## config.mk

```make
export PLATFORM = sky130hd
export DESIGN_NAME = apu_frame_counter
export DESIGN_NICKNAME = d
export VERILOG_FILES = /design/src/rtl/apu_frame_counter.sv
export SDC_FILE = /design/constraint.sdc
export NUM_CORES = 1
export LEC_CHECK = 0
export ABC_AREA = 0
export BUFFER_PORTS_ARGS = -buffer_cell sky130_fd_sc_hd__buf_2
export CAP_MARGIN = 20
export CORE_ASPECT_RATIO = 0.5
export CORE_MARGIN = 10
export CORE_UTILIZATION = 54
export CTS_CLUSTER_SIZE = 20
export DETAILED_ROUTE_END_ITERATION = 10
export MAX_ROUTING_LAYER = met4
export PLACE_DENSITY = 0.83
export RECOVER_POWER = 25
export SYNTH_ARGS = -nofsm -noshare
export SYNTH_HDL_FRONTEND = slang
export SYNTH_SLANG_ARGS = --single-unit
```

## constraint.sdc

```tcl
create_clock -name clk -period 2.5 [get_ports clk]
set_clock_uncertainty 0.2 [all_clocks]
set_input_delay 0.625 -clock clk [delete_from_list [all_inputs] [get_ports clk]]
set_output_delay 0.625 -clock clk [all_outputs]
set_load 0.02 [all_outputs]
```

## src/rtl/apu_frame_counter.sv

```systemverilog
// apu_frame_counter: NES APU frame sequencer with quarter/half-frame pulses,
// $4017 mode/inhibit control, delayed sequencer reset and frame IRQ flag.
`default_nettype none

module apu_frame_counter #(
    parameter int STEP1 = 7457,
    parameter int STEP2 = 14913,
    parameter int STEP3 = 22371,
    parameter int STEP4 = 29829,
    parameter int STEP5 = 37281,
    parameter int CW    = 16
) (
    input  logic       clk,
    input  logic       rst,
    input  logic       en,
    input  logic       wr,
    input  logic [1:0] wdata,
    input  logic       irq_ack,
    output logic       quarter_frame,
    output logic       half_frame,
    output logic       irq,
    output logic       mode
);

    localparam logic [CW-1:0] S1   = CW'(STEP1);
    localparam logic [CW-1:0] S2   = CW'(STEP2);
    localparam logic [CW-1:0] S3   = CW'(STEP3);
    localparam logic [CW-1:0] S4   = CW'(STEP4);
    localparam logic [CW-1:0] S4M1 = CW'(STEP4 - 1);
    localparam logic [CW-1:0] S4P1 = CW'(STEP4 + 1);
    localparam logic [CW-1:0] S5   = CW'(STEP5);
    localparam logic [CW-1:0] S5P1 = CW'(STEP5 + 1);

    logic [CW-1:0] cyc;
    logic          parity;
    logic          inhibit;
    logic          pend;
    logic [2:0]    pend_cnt;

    logic step_q;
    logic step_h;
    logic irq_window;
    logic wrap;
    logic fire;
    logic inhibit_eff;
    logic irq_set;

    // Step decode on the pre-increment count, using the currently latched mode.
    always_comb begin
        step_q     = 1'b0;
        step_h     = 1'b0;
        irq_window = 1'b0;
        wrap       = 1'b0;
        if (cyc == S1 || cyc == S2 || cyc == S3)
            step_q = 1'b1;
        if (cyc == S2)
            step_h = 1'b1;
        if (!mode) begin
            if (cyc == S4) begin
                step_q = 1'b1;
                step_h = 1'b1;
            end
            if (cyc == S4M1 || cyc == S4 || cyc == S4P1)
                irq_window = 1'b1;
            if (cyc == S4P1)
                wrap = 1'b1;
        end else begin
            if (cyc == S5) begin
                step_q = 1'b1;
                step_h = 1'b1;
            end
            if (cyc == S5P1)
                wrap = 1'b1;
        end
    end

    // A fresh write on the firing clock reloads the delay instead of firing.
    assign fire        = en && pend && (pend_cnt == 3'd1) && !wr;
    assign inhibit_eff = wr ? wdata[0] : inhibit;
    assign irq_set     = en && !fire && irq_window && !inhibit_eff;

    always_ff @(posedge clk or posedge rst) begin
        if (rst) begin
            cyc           <= '0;
            parity        <= 1'b0;
            mode          <= 1'b0;
            inhibit       <= 1'b0;
            irq           <= 1'b0;
            quarter_frame <= 1'b0;
            half_frame    <= 1'b0;
            pend          <= 1'b0;
            pend_cnt      <= 3'd0;
        end else begin
            quarter_frame <= 1'b0;
            half_frame    <= 1'b0;

            if (wr) begin
                mode     <= wdata[1];
                inhibit  <= wdata[0];
                pend     <= 1'b1;
                pend_cnt <= parity ? 3'd4 : 3'd3;
            end

            if (en) begin
                parity <= ~parity;
                if (fire) begin
                    cyc           <= '0;
                    pend          <= 1'b0;
                    pend_cnt      <= 3'd0;
                    quarter_frame <= mode;
                    half_frame    <= mode;
                end else begin
                    cyc           <= wrap ? '0 : cyc + CW'(1);
                    quarter_frame <= step_q;
                    half_frame    <= step_h;
                    if (pend && !wr)
                        pend_cnt <= pend_cnt - 3'd1;
                end
            end

            if (irq_set)
                irq <= 1'b1;
            else if (irq_ack || (wr && wdata[0]))
                irq <= 1'b0;
        end
    end

endmodule

`default_nettype wire
```

# Yosys cells after proc, flatten, opt, wreduce, memory -nomap -nowiden
# Index checks and enable logic that the tools add are counted.
[op_classes]
add_sub_neg = 2
reduce_logical = 17
n_mux = 30
n_bitwise = 1
eq_ne = 9
[ops]
columns = ["op", "count"]
rows = [
  ["$eq A16 B15 Y1 const B", 4],
  ["$eq A16 B16 Y1 const B", 2],
  ["$mux W16", 2],
  ["$mux W1", 23],
  ["$add A16 B1 Y16 const B", 1],
  ["$eq A16 B13 Y1 const B", 1],
  ["$eq A16 B14 Y1 const B", 1],
  ["$mux W3", 5],
  ["$logic_and A1 B1 Y1", 8],
  ["$logic_or A1 B1 Y1", 5],
  ["$eq A3 B1 Y1 const B", 1],
  ["$logic_not A1 Y1", 3],
  ["$sub A3 B1 Y3 const B", 1],
  ["$reduce_bool A2 Y1", 1],
  ["$not A1 Y1", 1],
]
[totals]
register_bits = 26
out_inout_bits = 4

# Longest topological paths before layout
# Gate-level depths: netlist of the first run.
[logic_depth]
depth_word = 8
mapped_depth = 8
ltp_nobuf = 7

# Worst setup path after synthesis of the first run
# OpenSTA, ideal clock, no wires.
[synth_timing]
path_kind = "reg-to-reg"
from = "register cyc[3]"
to = "register cyc[7]"
path_buffers = 1
t_required_ns = 2.176
synth_period_minus_slack_ns = 2.427
setup_time_ns = 0.124
setup_slack_ns = 0.073
t_arrival_ns = 2.104
path_stages_with_launch = 7
path_cell_list = "dfrtp_1 -> buf_6 -> or4b_4 -> or4_4 -> and3_4 -> and3_1 -> a211o_1"
[synth_via]
elab_chain_cells = 5
elab_cells_between_ends = 8
classes_between = "add/sub: 1; eq/ne: 2; mux: 5"
[synth_rtl]
columns = ["item", "line", "source"]
rows = [
  ["start: declaration", "34", "logic [CW-1:0] cyc;"],
  ["start signal: assignment", "113", "cyc <= wrap ? '0 : cyc + CW'(1);"],
  ["parallel branches: the longest is 3 deep, another holds $add A16 B1 Y16", "n/a", ""],
  ["$mux W16 (*)", "113", ""],
  ["$mux W16 (*)", "106", "if (fire) begin"],
]
# Every way passes the cells marked *.
# A chain may end at the register's enable or synchronous reset.

# Worst setup path in the final report of the first run
[layout_timing]
from = "register cyc[0]"
to = "register cyc[11]"
# Same word-level chain as after synthesis.

==> results_dict.tcl, run 1 <==
set metrics [dict create \
    outcome "finished, final reports clean" \
    rows 13 \
    maxSlewViolCount 0 \
    syn_nets 198 \
    worstSetupPathType "reg -> reg" \
    clockBufferDepth 2 \
    synth_area_leaders "dfrtp_1 40%, ha_1 4.6%, nand3_1 4.0%, nand2_1 3.9%, o21ai_0 3.7%" \
    cts_sinks 26 \
    synth_ff_type "dfrtp_1" \
    clock.fmax_ghz 0.407 \
    period_share 0.984 \
    synth_area_mm2 0.00163 \
    cpPeakStageDelay_ns 0.46 \
    path_cells "inv_2, ha_2, or4b_4, or4_4, and3_4, buf_4, a21oi_2, o22ai_1" \
    critical-path-top-delay-family "simple AND/OR/NAND/NOR gates" \
    gp_congestion 0.957 \
    worst_path_max_delay_cell "or4b_4" \
    area_growth_pct 17.6 \
    syn_inst 185 \
    tightestPinTransition_ns 1.42 \
    finalInstanceArea_mm2 0.00191 \
    fin_crit_ns 2.46 \
    hold_viol 0 \
    dieArea_mm2 0.00574 \
    rsz0062_at_grt "true" \
    io_pins 11 \
    track_usage 0.160 \
    cts-hold-fix-buffers 0 \
    ys_seq_area_frac 0.400 \
    powerDensity_mw_per_mm2 738 \
    n_antenna_cell 0 \
    grt_pass1_wl_um 7320 \
    drive_gt1_frac 0.224 \
    core_area_mm2 0.00273 \
    finalSetupViolations 0 \
    drtPass1Iterations 5 \
    hpwl_um 3020 \
    grt.overflow.total 0 \
    cts_tree "done" \
    fin_tns_setup_ns 0 \
    synth_top_area_share 0.400 \
    cellLeakagePower_nw 0.860 \
    grt_pass1_vias 1493 \
    cts_root_buffer "clkbuf_8" \
    synthDistinctLibCells 46 \
    die-height_um 58.8 \
    cts_inserted_buffers 3 \
    fillers 204 \
    grt_max_degree 27 \
    vias_per_cell 6.34 \
    synth_edf_count 0 \
    nNetsFinal 224 \
    port_buffers 10 \
    initial_core_util 0.595 \
    slew_headroom 0.0547 \
    ys_warn_count 0 \
    clock_latency_ns 0.28 \
    end_kind "flip-flop" \
    placed_cell_area_mm2 0.00181 \
    drtIter0Drc 271 \
    drt.antenna.violating_nets 0 \
    yosysMostFrequentCell "dfrtp_1" \
    ys_ff_latch 26 \
    routedWlPerCell_um 17.1 \
    vdd_drop_max_mv 0.436 \
    avgSynthCellArea_um2 8.79 \
    drc 0 \
    post-route-util 0.699 \
    cp.arrival_ns 2.43 \
    async_flop_share 1.00 \
    required_ns 2.47 \
    maxCapViolations 0 \
    wirelength_um 4210 \
    cts_max_level 1 \
    hp-class "reg -> reg" \
    startpoint_type "flip-flop" \
    crit_buf_inv 2 \
    synthTopCellsByCount "26 x dfrtp_1, 17 x nand2_1, 13 x inv_1, 13 x nand3_1, 12 x o21ai_0" \
    die_w_um 97.6 \
    crit_fanout 7 \
    vias 1566 \
    antenna_found_initial 0 \
    clk_pin_slew_ns 0.09 \
    yosysTopAreaCell "dfrtp_1" \
]
stage by stage:
| stage | setup slack, ns | total power, mW | instances | hold WS, ns |
|---|---|---|---|---|
| 5_1_grt | -0.0342 | 1.50 | 247 | 0.355 |
| 2_1_floorplan | 0.0726 | 0.882 | 185 | 0.281 |
| 6_report | 0.0403 | 1.41 | 247 | 0.326 |
| 4_1_cts | 0.0198 | 1.38 | 245 | 0.188 |
| 3_5_place_dp | 0.0319 | 1.03 | 241 | 0.301 |
| 3_3_place_gp | 0.109 | 1.01 | 241 | 0.298 |
final cells by class:
| type | instances | area [µm²] | share of cell area |
|---|---|---|---|
| multi-input cells | 134 | 875 | 0.458 |
| flip-flops and latches | 26 | 651 | 0.341 |
| repair buffers | 32 | 215 | 0.113 |
| inverters | 14 | 52.6 | 0.0275 |
| well taps | 37 | 46.3 | 0.0242 |
| clock buffers | 3 | 41.3 | 0.0216 |
| clock inverters | 1 | 30.0 | 0.0157 |
state kept, by name, summed over array words and instances (netlist names):
| signal | count |
|---|---|
| parity | 1 |
| half_frame | 1 |
| quarter_frame | 1 |
| cyc | 16 |
| pend | 1 |
| pend_cnt | 3 |
| irq | 1 |
| mode | 1 |
| inhibit | 1 |
what timing repair did:
action | in CTS | in global routing
setup endpoints to repair | 0 | 8
gates resized for setup | 0 | 8
buffers inserted | 0 | 2
placed cells by master, fill, tap and decap left out, drive strengths merged, types with 3 or more instances in the layout:
master and instances:
nor2 10, inv 13, a21oi 5, nand3 13, xnor2 3, nand4 6
o22ai 3, a31oi 3, o21ai 12, nor4bb 3, nand2 17, dfrtp 26
mux2i 3, and3 4, clkbuf 4, ha 6, or4b 3, buf 31
nor3 10
routing by layer:
layer	routed length (µm)	part of all wire	vias to the layer above	track usage
met5	0	0	-	-
li1	-	-	720	-
met2	1810	0.43	89	0.238
met1	1850	0.44	740	0.197
met4	131	0.031	0	0.0720
met3	426	0.10	17	0.0512
worst reg2reg max path, delay by kind of cell, from the launching register on:
| family | cells | cell delay (ns) |
|---|---|---|
| and+or+nand+nor | 3 | 1.10 |
| DFF | 1 | 0.40 |
| AOI/OAI and AO/OA | 2 | 0.24 |
| adders and majority gates | 1 | 0.17 |
| buffers and inverters | 2 | 0.23 |
logic make-up (layout without fill, tap and decap cells):
family	Yosys count	count (layout)	share of synthesized area
AND/OR/NAND/NOR	81	81	0.281
XOR/XNOR	4	4	0.0216
buffers and inverters	25	50	0.0701
flip-flops	26	26	0.400
multiplexers	4	4	0.0254
adder cells (fa/ha/maj)	6	6	0.0462
AO/OA/AOI/OAI	39	39	0.156
worst paths after layout:
path                                          from                   to  slack, ns  cells past startpoint
worst min register to register  parity$_DFFE_PP0P_   parity$_DFFE_PP0P_       0.33                      1
max in group asynchronous                      rst  cyc[12]$_DFFE_PP0P_       0.68                      3
min in group asynchronous                      rst     mode$_DFFE_PP0P_       0.60                      3
worst max-delay path            cyc[0]$_DFFE_PP0P_  cyc[11]$_DFFE_PP0P_       0.04                      8
worst max register to register  cyc[0]$_DFFE_PP0P_  cyc[11]$_DFFE_PP0P_       0.04                      8
worst min-delay path            parity$_DFFE_PP0P_   parity$_DFFE_PP0P_       0.33                      1
where the power goes:
| part | switching (mW) | internal, mW |
|---|---|---|
| Clock | 0.147 | 0.215 |
| Combinational | 0.274 | 0.216 |
| Sequential | 0.0598 | 0.499 |
| Total | 0.481 | 0.930 |
Note: power is estimated with default switching activity, not from simulation.
==> run 2, diff against run 1 <==
- clock period: 2.5 -> 2 ns (I/O delays scaled with it)
==> results_dict.tcl, run 2 (synthesis gave the netlist of run 1 again) <==
set metrics [dict create \
    outcome "finished with violations" \
    violations "setup timing" \
    hp-class "in -> async" \
    grt_max_degree 27 \
    cts_tree "done" \
    period_share 1.24 \
    layout_common_cells "33 x buf_4, 26 x dfrtp_1, 15 x nand2_1" \
    drt.antenna.violating_nets 0 \
    die_w_um 97.6 \
    cts_inserted_buffers 3 \
    clock.fmax_ghz 0.403 \
    end_kind "flip-flop" \
    required_ns 1.98 \
    layout_commonest_cell "buf_4" \
    critical-path-top-delay-family "simple AND/OR/NAND/NOR gates" \
    crit_fanout 3 \
    hpwl_um 3290 \
    rsz0062_at_grt "true" \
    crit_buf_inv 0 \
    powerDensity_mw_per_mm2 927 \
    track_usage 0.174 \
    worst_path_max_delay_cell "or4_4" \
    slew_headroom 0.553 \
    top_register "cyc" \
    clk_pin_slew_ns 0.09 \
    finalSetupViolations 17 \
    wirelength_um 5460 \
    n_antenna_cell 0 \
    setup_slack_ns -0.480 \
    tightestPinTransition_ns 0.670 \
    r2r_cells 5 \
    nNetsFinal 240 \
    fillers 144 \
    antenna_found_initial 0 \
    area_growth_pct 32.4 \
    die-height_um 58.8 \
    post-route-util 0.788 \
    gp_congestion 0.913 \
    maxCapViolations 0 \
    cts_sinks 26 \
    port_buffers 10 \
    startpoint_type "flip-flop" \
    path_cells "or4b_1, or4_4, and3_4, and3_1, a211o_1" \
    cts_max_level 1 \
    cpPeakStageDelay_ns 0.58 \
    maxSlewViolCount 0 \
    worstSetupPathType "reg -> reg" \
    rows 13 \
    clock_latency_ns 0.28 \
    grt_pass1_wl_um 7980 \
    drive_gt1_frac 0.354 \
    drtIter0Drc 407 \
    cellLeakagePower_nw 0.965 \
    cts-hold-fix-buffers 0 \
    routedWlPerCell_um 20.8 \
    initial_core_util 0.595 \
    largest_reg_flops 16 \
    cts_root_buffer "clkbuf_8" \
    vias_per_cell 6.90 \
    vdd_drop_max_mv 0.860 \
    r2r_slack_ns -0.48 \
    io_pins 11 \
    cp.arrival_ns 2.46 \
    dieArea_mm2 0.00574 \
    grt_pass1_vias 1663 \
    vias 1815 \
    drc 0 \
    hold_viol 0 \
    grt.overflow.total 0 \
    drtPass1Iterations 7 \
    holdWs_ns 0.178 \
    fin_crit_ns 2.48 \
    core_area_mm2 0.00273 \
    reg_top3 "cyc x16, pend_cnt x3" \
    cp.depth 5 \
    clockBufferDepth 2 \
]
run 2: changes by cell type in the layout (fill, tap and decap cells not counted), sizes merged:
cell  delta
buf     +16
run 2: cell type report:
type,count,area (µm²),share of cell area
Tap cell,37,46.3,0.0215
Clock inverter,1,30.0,0.0140
Clock buffer,3,41.3,0.0192
Timing Repair Buffer,48,348,0.162
Inverter,14,55.1,0.0256
Multi-Input combinational cell,134,981,0.456
Sequential cell,26,651,0.302
run 2: final timing paths:
kind	from	to
hold / removal	rst	quarter_frame$_DFF_PP0_
setup reg to reg	cyc[6]$_DFFE_PP0P_	cyc[7]$_DFFE_PP0P_
max in group asynchronous	rst	cyc[0]$_DFFE_PP0P_
setup / recovery	cyc[6]$_DFFE_PP0P_	cyc[7]$_DFFE_PP0P_
hold reg to reg	parity$_DFFE_PP0P_	parity$_DFFE_PP0P_
min in group clk	wdata[1]	mode$_DFFE_PP0P_
run 2: power by group:
group / leakage [nW] / total [mW] / internal, mW / switching, mW
clock network: 0.0357 / 0.449 / 0.269 / 0.180
registers: 0.338 / 0.702 / 0.624 / 0.0779
logic: 0.592 / 0.845 / 0.373 / 0.472
run 2: tightest hold or removal path, stage by stage:
cell and delay [ns]:
buf_2 0.09, inv_1 0.04, clkbuf_2 0.53
run 2: metal layers:
layer | vias to the layer above | track usage | part of all wire
li1 | 752 | - | -
met5 | - | - | 0
met4 | 0 | 0.0823 | 0.082
met2 | 159 | 0.289 | 0.42
met3 | 77 | 0.0536 | 0.13
met1 | 827 | 0.191 | 0.37
run 2: metrics by stage:
step / cell area (µm²) / TNS (ns) / power, mW / worst slack [ns] / cells
finish: 2150 / -5.80 / 2.00 / -0.480 / 263
detailed placement: 1910 / -5.44 / 1.37 / -0.422 / 254
global route: 2150 / -8.51 / 2.08 / -0.662 / 263
global placement: 1910 / -3.68 / 1.32 / -0.319 / 254
CTS: 2060 / -5.32 / 1.87 / -0.439 / 261
floorplan: 1630 / -4.68 / 1.11 / -0.408 / 185
run 2: timing repair:
| action | 4_1_cts | 5_1_grt |
|---|---|---|
| buffers inserted | 3 | 3 |
| pin swaps | 1 | 8 |
| gates resized for setup | 21 | 17 |
| setup endpoints to repair | 18 | 18 |
==> run 3, diff against run 2 <==
- BUFFER_PORTS_ARGS: -buffer_cell sky130_fd_sc_hd__buf_2 -> -buffer_cell sky130_fd_sc_hd__buf_4
==> results_dict.tcl, run 3 (synthesis gave the netlist of run 1 again) <==
set metrics [dict create \
    finalSetupViolations 16 \
    cts_sinks 26 \
    internal_power_mw 1.17 \
    n_antenna_cell 0 \
    cpPeakStageDelay_ns 0.42 \
    netSwitchingFraction 0.372 \
    combPwrFrac 0.436 \
    outcome "finished with violations" \
    cts-hold-fix-buffers 0 \
    period_share 1.24 \
    hp-class "in -> async" \
    drtPass1Iterations 5 \
    track_usage 0.166 \
    drtIter0Drc 215 \
    crit_fanout 4 \
    reg_top3 "cyc x16, pend_cnt x3" \
    cts_inserted_buffers 3 \
    dieArea_mm2 0.00574 \
    violations "setup timing" \
    grt_pass1_vias 1561 \
    cts_root_buffer "clkbuf_8" \
    vdd_drop_max_mv 0.411 \
    tightestPinTransition_ns 0.662 \
    vias_per_cell 6.66 \
    wirelength_um 5230 \
    io_pins 11 \
    clock.fmax_ghz 0.403 \
    setup_slack_ns -0.482 \
    layout_commonest_cell "buf_4" \
    die-height_um 58.8 \
    p_clk_frac 0.188 \
    switching_power_mw 0.691 \
    drive_gt1_frac 0.329 \
    required_ns 1.96 \
    grt.overflow.total 0 \
    antenna_found_initial 0 \
    worst_path_max_delay_cell "nor4bb_1" \
    initial_core_util 0.595 \
    maxSlewViolCount 0 \
    vias 1745 \
    core_area_mm2 0.00273 \
    finalInstanceArea_mm2 0.00212 \
    pwr-share-seq 0.376 \
    gp_congestion 0.938 \
    cts_tree "done" \
    fin_crit_ns 2.48 \
    cp.arrival_ns 2.45 \
    clk_pin_slew_ns 0.09 \
    clockBufferDepth 2 \
    path_cells "inv_2, ha_4, buf_4, buf_4, nor4bb_1, nand4_1, and3_4, and3_4, a211o_1" \
    largest_reg_flops 16 \
    slew_headroom 0.559 \
    grt_pass1_wl_um 7560 \
    grt_max_degree 27 \
    clock_latency_ns 0.28 \
    cellLeakagePower_nw 0.946 \
    p_total_mw 1.86 \
    drt.antenna.violating_nets 0 \
    drc 0 \
    worstSetupPathType "reg -> reg" \
    rsz0062_at_grt "true" \
    die_w_um 97.6 \
    end_kind "flip-flop" \
    routedWlPerCell_um 20.0 \
    area_growth_pct 30.2 \
    maxCapViolations 0 \
    hpwl_um 3330 \
    top_register "cyc" \
    rows 13 \
    nNetsFinal 239 \
    startpoint_type "flip-flop" \
    cts_max_level 1 \
    placed_cell_area_mm2 0.00194 \
    layout_common_cells "43 x buf_4, 25 x dfrtp_1, 17 x nand2_1" \
    powerDensity_mw_per_mm2 877 \
    port_buffers 10 \
    hold_viol 0 \
]
[run 3: final timing paths]
| check | endpoint | start | slack (ns) | depth (start not counted) |
|---|---|---|---|---|
| hold / removal | irq$_DFFE_PP0P_ | rst | 0.19 | 3 |
| setup / recovery | cyc[7]$_DFFE_PP0P_ | cyc[0]$_DFFE_PP0P_ | -0.48 | 9 |
| setup reg to reg | cyc[7]$_DFFE_PP0P_ | cyc[0]$_DFFE_PP0P_ | -0.48 | 9 |
| min in group clk | parity$_DFFE_PP0P_ | en | 0.28 | 2 |
| max in group asynchronous | cyc[1]$_DFFE_PP0P_ | rst | 0.93 | 3 |
| hold reg to reg | parity$_DFFE_PP0P_ | parity$_DFFE_PP0P_ | 0.33 | 1 |
[run 3: metal layers]
| layer | global-route usage | part of all wire | up-vias |
|---|---|---|---|
| met2 | 0.270 | 0.43 | 140 |
| met1 | 0.200 | 0.42 | 819 |
| met3 | 0.0361 | 0.10 | 35 |
| li1 | - | - | 751 |
| met4 | 0.0617 | 0.045 | 0 |
| met5 | - | 0 | - |
[run 3: layout make-up]
type / count / area, µm²
Tap cell: 37 / 46.3
Fill cell: 165 / 617
Timing Repair Buffer: 47 / 358
Clock buffer: 4 / 55.1
Multi-Input combinational cell: 134 / 952
Sequential cell: 26 / 652
Inverter: 14 / 52.6
[run 3: what timing repair did]
action / 4_1_cts / 5_1_grt
pin swaps: 2 / 3
gates cloned: 0 / 0
setup buffers: 2 / 1
endpoints found under the hold margin: 0 / 0
setup endpoints to repair: 16 / 18
resized for setup: 12 / 14
[run 3: critical path: cells and delay by family (launching register included)]
family                     cells  cell delay, ns
AOI/OAI and AO/OA              1            0.26
adders and majority gates      1            0.14
buffers and inverters          3            0.29
DFF                            1            0.39
and+or+nand+nor                4            1.09
[run 3: power by group through the flow]
stage,sequential (mW),combinational (mW),clock (mW)
after floorplan,0.715,0.392,0
after global placement,0.699,0.623,0
after detailed placement,0.705,0.661,0
after CTS,0.699,0.701,0.352
after global routing,0.709,0.869,0.380
final,0.698,0.810,0.349
[run 3: metrics by stage]
step	util	TNS [ns]	setup WS (ns)	instances	hold slack, ns
after detailed placement	0.710	-4.99	-0.400	255	0.306
final	0.774	-5.62	-0.482	262	0.191
after floorplan	-	-4.68	-0.408	185	0.281
after global routing	0.774	-5.63	-0.459	262	0.243
after global placement	0.710	-3.71	-0.330	255	0.300
after CTS	0.746	-4.60	-0.389	261	0.0828
